==> config.mk <==
export PLATFORM = sky130hd
export DESIGN_NAME = ptp_tsu_regs_mc
export DESIGN_NICKNAME = d
export VERILOG_FILES = /design/src/rtl/ptp_tsu_regs_mc.sv
export SDC_FILE = /design/constraint.sdc
export NUM_CORES = 1
export LEC_CHECK = 0
export BUFFER_PORTS_ARGS = -buffer_cell sky130_fd_sc_hd__buf_2
export CAP_MARGIN = 20
export CORE_UTILIZATION = 49
export CTS_CLUSTER_DIAMETER = 40
export DETAILED_ROUTE_END_ITERATION = 8
export PLACE_DENSITY = 0.77
export SYNTH_ARGS = -nofsm -noshare
export SYNTH_HDL_FRONTEND = slang
export SYNTH_SLANG_ARGS = --single-unit
==> constraint.sdc <==
create_clock -name clk -period 1.6 [get_ports clk]
set_input_delay 0.16 -clock clk [delete_from_list [all_inputs] [get_ports clk]]
set_output_delay 0.16 -clock clk [all_outputs]
set_load 0.03 [all_outputs]
==> src/rtl/ptp_tsu_regs_mc.sv <==
// ptp_tsu_regs_mc: CPU register bank for N_CH PTP TSU timestamp queues.
// Ports: clk/rst (async, active-low); wr_in/rd_in/addr_in/data_in/data_out
// CPU bus; q_rst_out/q_rd_en_out/q_msgid_mask_out to the FIFOs;
// q_empty_in/q_stat_in/q_data_in from the FIFOs; irq_out interrupt.
// Optional macro PTP_TSU_REGS_MC_IRQ_EN adds IRQEN registers and irq_out.
module ptp_tsu_regs_mc #(
  parameter int N_CH   = 2,
  parameter int DATA_W = 128,
  parameter int RD_LAT = 1,
  parameter int ADDR_W = 8
) (
  input  logic                     clk,
  input  logic                     rst,
  input  logic                     wr_in,
  input  logic                     rd_in,
  input  logic [ADDR_W-1:0]        addr_in,
  input  logic [31:0]              data_in,
  output logic [31:0]              data_out,
  output logic [N_CH-1:0]          q_rst_out,
  output logic [N_CH-1:0]          q_rd_en_out,
  output logic [8*N_CH-1:0]        q_msgid_mask_out,
  input  logic [N_CH-1:0]          q_empty_in,
  input  logic [8*N_CH-1:0]        q_stat_in,
  input  logic [DATA_W*N_CH-1:0]   q_data_in,
  output logic                     irq_out
);

  localparam int CW = ADDR_W - 5;

  typedef enum logic {IDLE, WAIT} st_e;

  logic [CW-1:0]     ch;
  logic [2:0]        off;
  logic [N_CH-1:0]   sel;
  logic [N_CH-1:0]   ctrl;

  st_e               st_q   [N_CH];
  st_e               st_d   [N_CH];
  logic [2:0]        cnt_q  [N_CH];
  logic [2:0]        cnt_d  [N_CH];
  logic [7:0]        mask_q [N_CH];
  logic [7:0]        mask_d [N_CH];
  logic [DATA_W-1:0] cap_q  [N_CH];
  logic [DATA_W-1:0] cap_d  [N_CH];
  logic [N_CH-1:0]   done_q, done_d;
  logic [N_CH-1:0]   err_q, err_d;
  logic [N_CH-1:0]   rd_q, rd_d;
  logic [N_CH-1:0]   qr_q, qr_d;
  logic [31:0]       dout_q, rdata;
  logic [127:0]      capx;

`ifdef PTP_TSU_REGS_MC_IRQ_EN
  logic [1:0]        ien_q [N_CH];
  logic [1:0]        ien_d [N_CH];
  logic              irq_q, irq_d;
`endif

  assign ch  = addr_in[ADDR_W-1:5];
  assign off = addr_in[4:2];

  // Channels beyond N_CH never match, so they ignore writes and read 0.
  always_comb begin
    sel  = '0;
    ctrl = '0;
    for (int k = 0; k < N_CH; k++) begin
      sel[k]  = (ch == CW'(k));
      ctrl[k] = wr_in && sel[k] && (off == 3'd0);
    end
  end

  always_comb begin
    done_d = done_q;
    err_d  = err_q;
    rd_d   = '0;
    qr_d   = '0;
    for (int k = 0; k < N_CH; k++) begin
      st_d[k]   = st_q[k];
      cnt_d[k]  = cnt_q[k];
      mask_d[k] = mask_q[k];
      cap_d[k]  = cap_q[k];
`ifdef PTP_TSU_REGS_MC_IRQ_EN
      ien_d[k]  = ien_q[k];
      if (wr_in && sel[k] && off == 3'd2)
        ien_d[k] = data_in[1:0];
`endif
      if (wr_in && sel[k] && off == 3'd1)
        mask_d[k] = data_in[31:24];
      if (st_q[k] == WAIT) begin
        if (cnt_q[k] == 3'd0) begin
          cap_d[k]  = q_data_in[k*DATA_W +: DATA_W];
          done_d[k] = 1'b1;
          st_d[k]   = IDLE;
        end else begin
          cnt_d[k] = cnt_q[k] - 3'd1;
        end
      end
      if (ctrl[k] && data_in[2])
        err_d[k] = 1'b0;
      // QRST overrides POP and aborts any capture in flight.
      if (ctrl[k] && data_in[1]) begin
        qr_d[k]   = 1'b1;
        st_d[k]   = IDLE;
        done_d[k] = 1'b0;
        cap_d[k]  = cap_q[k];
      end else if (ctrl[k] && data_in[0]) begin
        if (st_q[k] == WAIT || q_empty_in[k]) begin
          err_d[k] = 1'b1;
        end else begin
          rd_d[k]   = 1'b1;
          st_d[k]   = WAIT;
          cnt_d[k]  = 3'(RD_LAT);
          done_d[k] = 1'b0;
        end
      end
    end
  end

  always_comb begin
    rdata = '0;
    capx  = '0;
    for (int k = 0; k < N_CH; k++) begin
      if (sel[k]) begin
        capx[127 -: DATA_W] = cap_q[k];
        unique case (off)
          3'd0: rdata = {28'd0, q_empty_in[k], err_q[k],
                         st_q[k] == WAIT, done_q[k]};
          3'd1: rdata = {mask_q[k], 16'd0, q_stat_in[8*k +: 8]};
`ifdef PTP_TSU_REGS_MC_IRQ_EN
          3'd2: rdata = {30'd0, ien_q[k]};
`else
          3'd2: rdata = '0;
`endif
          3'd3: rdata = '0;
          3'd4: rdata = capx[127:96];
          3'd5: rdata = capx[95:64];
          3'd6: rdata = capx[63:32];
          3'd7: rdata = capx[31:0];
          default: rdata = '0;
        endcase
      end
    end
  end

`ifdef PTP_TSU_REGS_MC_IRQ_EN
  always_comb begin
    irq_d = 1'b0;
    for (int k = 0; k < N_CH; k++)
      irq_d = irq_d | (ien_q[k][0] & ~q_empty_in[k])
                    | (ien_q[k][1] & done_q[k]);
  end
  assign irq_out = irq_q;
`else
  assign irq_out = 1'b0;
`endif

  always_ff @(posedge clk or negedge rst) begin
    if (!rst) begin
      dout_q <= '0;
      done_q <= '0;
      err_q  <= '0;
      rd_q   <= '0;
      qr_q   <= '0;
      for (int k = 0; k < N_CH; k++) begin
        st_q[k]   <= IDLE;
        cnt_q[k]  <= '0;
        mask_q[k] <= '0;
        cap_q[k]  <= '0;
`ifdef PTP_TSU_REGS_MC_IRQ_EN
        ien_q[k]  <= '0;
`endif
      end
`ifdef PTP_TSU_REGS_MC_IRQ_EN
      irq_q <= 1'b0;
`endif
    end else begin
      if (rd_in)
        dout_q <= rdata;
      done_q <= done_d;
      err_q  <= err_d;
      rd_q   <= rd_d;
      qr_q   <= qr_d;
      for (int k = 0; k < N_CH; k++) begin
        st_q[k]   <= st_d[k];
        cnt_q[k]  <= cnt_d[k];
        mask_q[k] <= mask_d[k];
        cap_q[k]  <= cap_d[k];
`ifdef PTP_TSU_REGS_MC_IRQ_EN
        ien_q[k]  <= ien_d[k];
`endif
      end
`ifdef PTP_TSU_REGS_MC_IRQ_EN
      irq_q <= irq_d;
`endif
    end
  end

  always_comb begin
    q_msgid_mask_out = '0;
    for (int k = 0; k < N_CH; k++)
      q_msgid_mask_out[8*k +: 8] = mask_q[k];
  end

  assign data_out    = dout_q;
  assign q_rd_en_out = rd_q;
  assign q_rst_out   = qr_q;

endmodule

==> impl_metrics.py <==
metrics = {
    "run_status": {
        "status": "finished, violations left",
        "violations": "setup timing",
    },
    "grt": {
        "grt_pass1_wl_um": 77900,
        "antenna_found_initial": 15,
        "met2_usage_pct": 54.7,
        "gr-usage-met3_pct": 6.59,
        "grtUsageMet1_pct": 41.5,
        "grt_pass1_vias": 13400,
        "gr-total-overflow": 0,
        "top_usage_layer": "met2",
        "grt.total_usage_pct": 33.3,
        "grt_max_degree": 59,
    },
    "yosys": {
        "synthMuxAreaShare_pct": 31.9,
        "synth_most_common_cell": "dfrtp_1",
        "netlist_area_um2": 14900,
        "synthAdderAreaFrac_pct": 0.335,
        "synth-simple-area-share_pct": 3.87,
        "post_synth.cell_area_avg_um2": 14.9,
        "seq_area_frac_synth_pct": 53.6,
        "synth_top_area_cell": "dfrtp_1",
        "synth-seq-cells": 320,
        "synth.distinct_cells": 53,
        "netlist_top_cells_count": "320 x dfrtp_1, 120 x mux2_1, 120 x mux2_4",
        "syn_inst": 1002,
        "synth_top_area_share_pct": 53.6,
        "synth_top_family_by_area": "multiplexers",
        "ys_dominant_reg_cell": "dfrtp_1",
        "ys_async_sr_fraction_pct": 100,
        "synth_enable_flop_cells": 0,
        "ys_warn_count": 0,
        "synthesis.nets": 1324,
        "synth-compound-area-share_pct": 6.23,
        "synthXorXnorAreaFrac_pct": 0.117,
        "synth_area_leaders": "dfrtp_1 54%, mux2_4 12%, mux2_1 9.0%, mux4_2 5.6%, mux2_2 3.4%",
    },
    "final_layout": {
        "layout-drive-gt1-share_pct": 45.2,
        "layout.nets": 2036,
        "finalNonFillerCells": 2153,
        "area_growth_pct": 52.5,
    },
    "routing": {
        "antenna_left": 0,
        "routedWlPerCell_um": 25.1,
        "vias": 12500,
        "drc": 0,
        "via_per_inst": 5.80,
        "firstDrtPassIters": 6,
        "wl_um": 54000,
        "drtIter0Drc": 956,
    },
    "setup_path": {
        "cp_slowest_cell": "dfrtp_1",
        "cpLargestDelayFamily": "buffers and inverters",
        "critPathKind": "reg2reg",
        "crit_buf_inv": 4,
        "crit_path_end_kind": "register",
        "crit_chain": "inv_2 -> ha_4 -> nand3b_1 -> a21oi_4 -> buf_4 -> buf_6 -> buf_12 -> mux2_4",
        "cp.required_ps": 2020,
        "cp.arrival_ps": 2330,
        "critPathMaxStageDelay_ps": 380,
        "crit_fanout": 9,
        "worst_setup_path_start_kind": "register",
    },
    "cts": {
        "cts_tree": "done",
        "cts_sinks": 320,
        "cts_buffers": 44,
        "cts_root_buf": "clkbuf_16",
        "cts.path.max_buffers": 3,
        "h-tree-depth": 2,
        "path_clk_slew_ps": 60,
        "clkLatencyLatePin_ps": 540,
    },
    "sta": {
        "rsz0062_at_grt": "yes",
        "finalCriticalPeriod_ps": 1900,
        "holdWs_ps": 89.0,
        "setup_violations": 256,
        "final.setup.worst_slack_ps": -302,
        "finClkSkew_ps": 19.0,
        "hold_viol": 0,
        "maxSlewViolCount": 0,
        "slew_headroom_pct": 61.7,
        "fmax_mhz": 526,
        "period_share_pct": 119,
        "final.setup.tns_ps": -61270,
        "worstMarginPinSlew_ps": 574,
    },
    "pwr": {
        "pwr-share-seq_pct": 41.0,
        "switching_share_pct": 29.0,
        "p_per_area_nw_per_um2": 1500,
        "leakage_nw": 10.5,
        "p_int_mw": 24.3,
        "pwr-share-comb_pct": 27.4,
        "peakVddDrop_uv": 908,
        "switchingPower_mw": 9.90,
        "clockPowerShare_pct": 31.6,
    },
    "floorplan": {
        "rows": 63,
        "initial_core_util_pct": 50.1,
        "coreArea_um2": 29800,
        "dieHeight_um": 177,
        "die_area_um2": 31200,
        "io_pins": 371,
        "die_w_um": 177,
    },
    "placement": {
        "gp_congestion": 0.863,
        "port_buffers": 346,
        "dp_hpwl_um": 30800,
        "placedCellCount": 1757,
    },
    "min_path": {
        "hold_path.class": "in2reg",
    },
    "run": {
        "max-cap-violations": 0,
    },
}
-- worst min-delay path: cells and delay by family --
kind,cells,cell delay [ps]
AOI/OAI and AO/OA,2,170
buffers and inverters,1,100
muxes,1,150
-- power groups by stage --
stage	Combinational, mW	Sequential (mW)	Clock [mW]
floorplan	5.46	13.2	0
global placement	7.53	13.4	0
detailed placement	7.83	13.6	0
CTS	8.58	13.6	10.8
global route	9.88	14.3	11.2
finish	9.36	14.0	10.8
-- area by class of cell --
type	count	area, µm²
Fill cell	1670	7010
Timing Repair Buffer	738	6040
Multi-Input combinational cell	593	6540
Tap cell	390	488
Sequential cell	320	8010
Clock inverter	27	397
Clock buffer	54	1220
Inverter	17	63.8
Antenna cell	14	35.0
-- cells in the final DEF (no fill, tap or decap), drive strengths merged, types with 4 or more instances in the layout --
master,synthesis,routed
a221oi,18,18
a21oi,14,14
nor2,52,52
nand3,14,14
diode,0,14
dlygate4sd3,0,273
nor2b,7,7
a2111o,5,5
nand2b,5,5
dfrtp,320,320
o211ai,4,4
o21ai,11,11
and2,4,4
a22oi,16,16
nor3,5,5
clkinv,0,9
mux4,37,37
a22o,7,7
clkbuf,23,61
bufinv,0,8
mux2i,28,28
mux2,285,285
inv,17,24
buf,49,458
nand2,16,16
a222oi,7,7
and3,6,6
ha,4,4
o2bb2ai,18,18
-- through the flow --
stage | setup slack [ps] | cell area, µm² | total power [mW] | util (%)
floorplan | -19.9 | 15000 | 18.7 | -
global placement | -205 | 17700 | 21.0 | 59.5
detailed placement | -233 | 17700 | 21.5 | 59.5
CTS | -213 | 22400 | 32.9 | 75.0
global route | -343 | 22800 | 35.4 | 76.5
finish | -302 | 22800 | 34.2 | 76.5
-- flip-flops by register name (all words and copies together) (netlist names) --
| register | flops |
|---|---|
| cnt_q | 6 |
| data_out | 32 |
| q_rst_out | 2 |
| q_rd_en_out | 2 |
| done_q | 2 |
| cap_q | 256 |
| err_q | 2 |
| st_q | 2 |
| q_msgid_mask_out | 16 |
-- per-layer routing --
| metal | up-vias | part of all wire [%] |
|---|---|---|
| met5 | - | 0.048 |
| met4 | 4 | 5.7 |
| met3 | 234 | 7.9 |
| met2 | 755 | 49 |
| met1 | 6304 | 37 |
| li1 | 5184 | - |
-- cells by family after synthesis --
logic type / after synthesis
simple gates: 118
mux: 350
compound gates: 118
other cells: 1
xor+xnor: 2
flops: 320
buf+inv: 89
fa+ha+maj: 4
-- repair_timing --
action	in CTS	in global routing
hold endpoints to repair	588	0
pin swaps	0	2
gates resized for setup	23	47
gates cloned	4	7
hold buffers	273	0
buffers inserted	8	11
endpoints found under the setup margin	254	261
-- path summary, 6_finish.rpt --
| path | startpoint | end | slack [ps] | cells past startpoint |
|---|---|---|---|---|
| max in group asynchronous | rst | cap_q[114] | 760 | 3 |
| max | cnt_q[0] | cap_q[92] | -300 | 8 |
| max reg2reg | cnt_q[0] | cap_q[92] | -300 | 8 |
| min | q_stat_in[7] | data_out[7] | 90 | 4 |
| min in group asynchronous | rst | cap_q[143] | 130 | 2 |
| min reg2reg | cap_q[133] | cap_q[133] | 490 | 1 |
(Power assumes the default switching activity.)
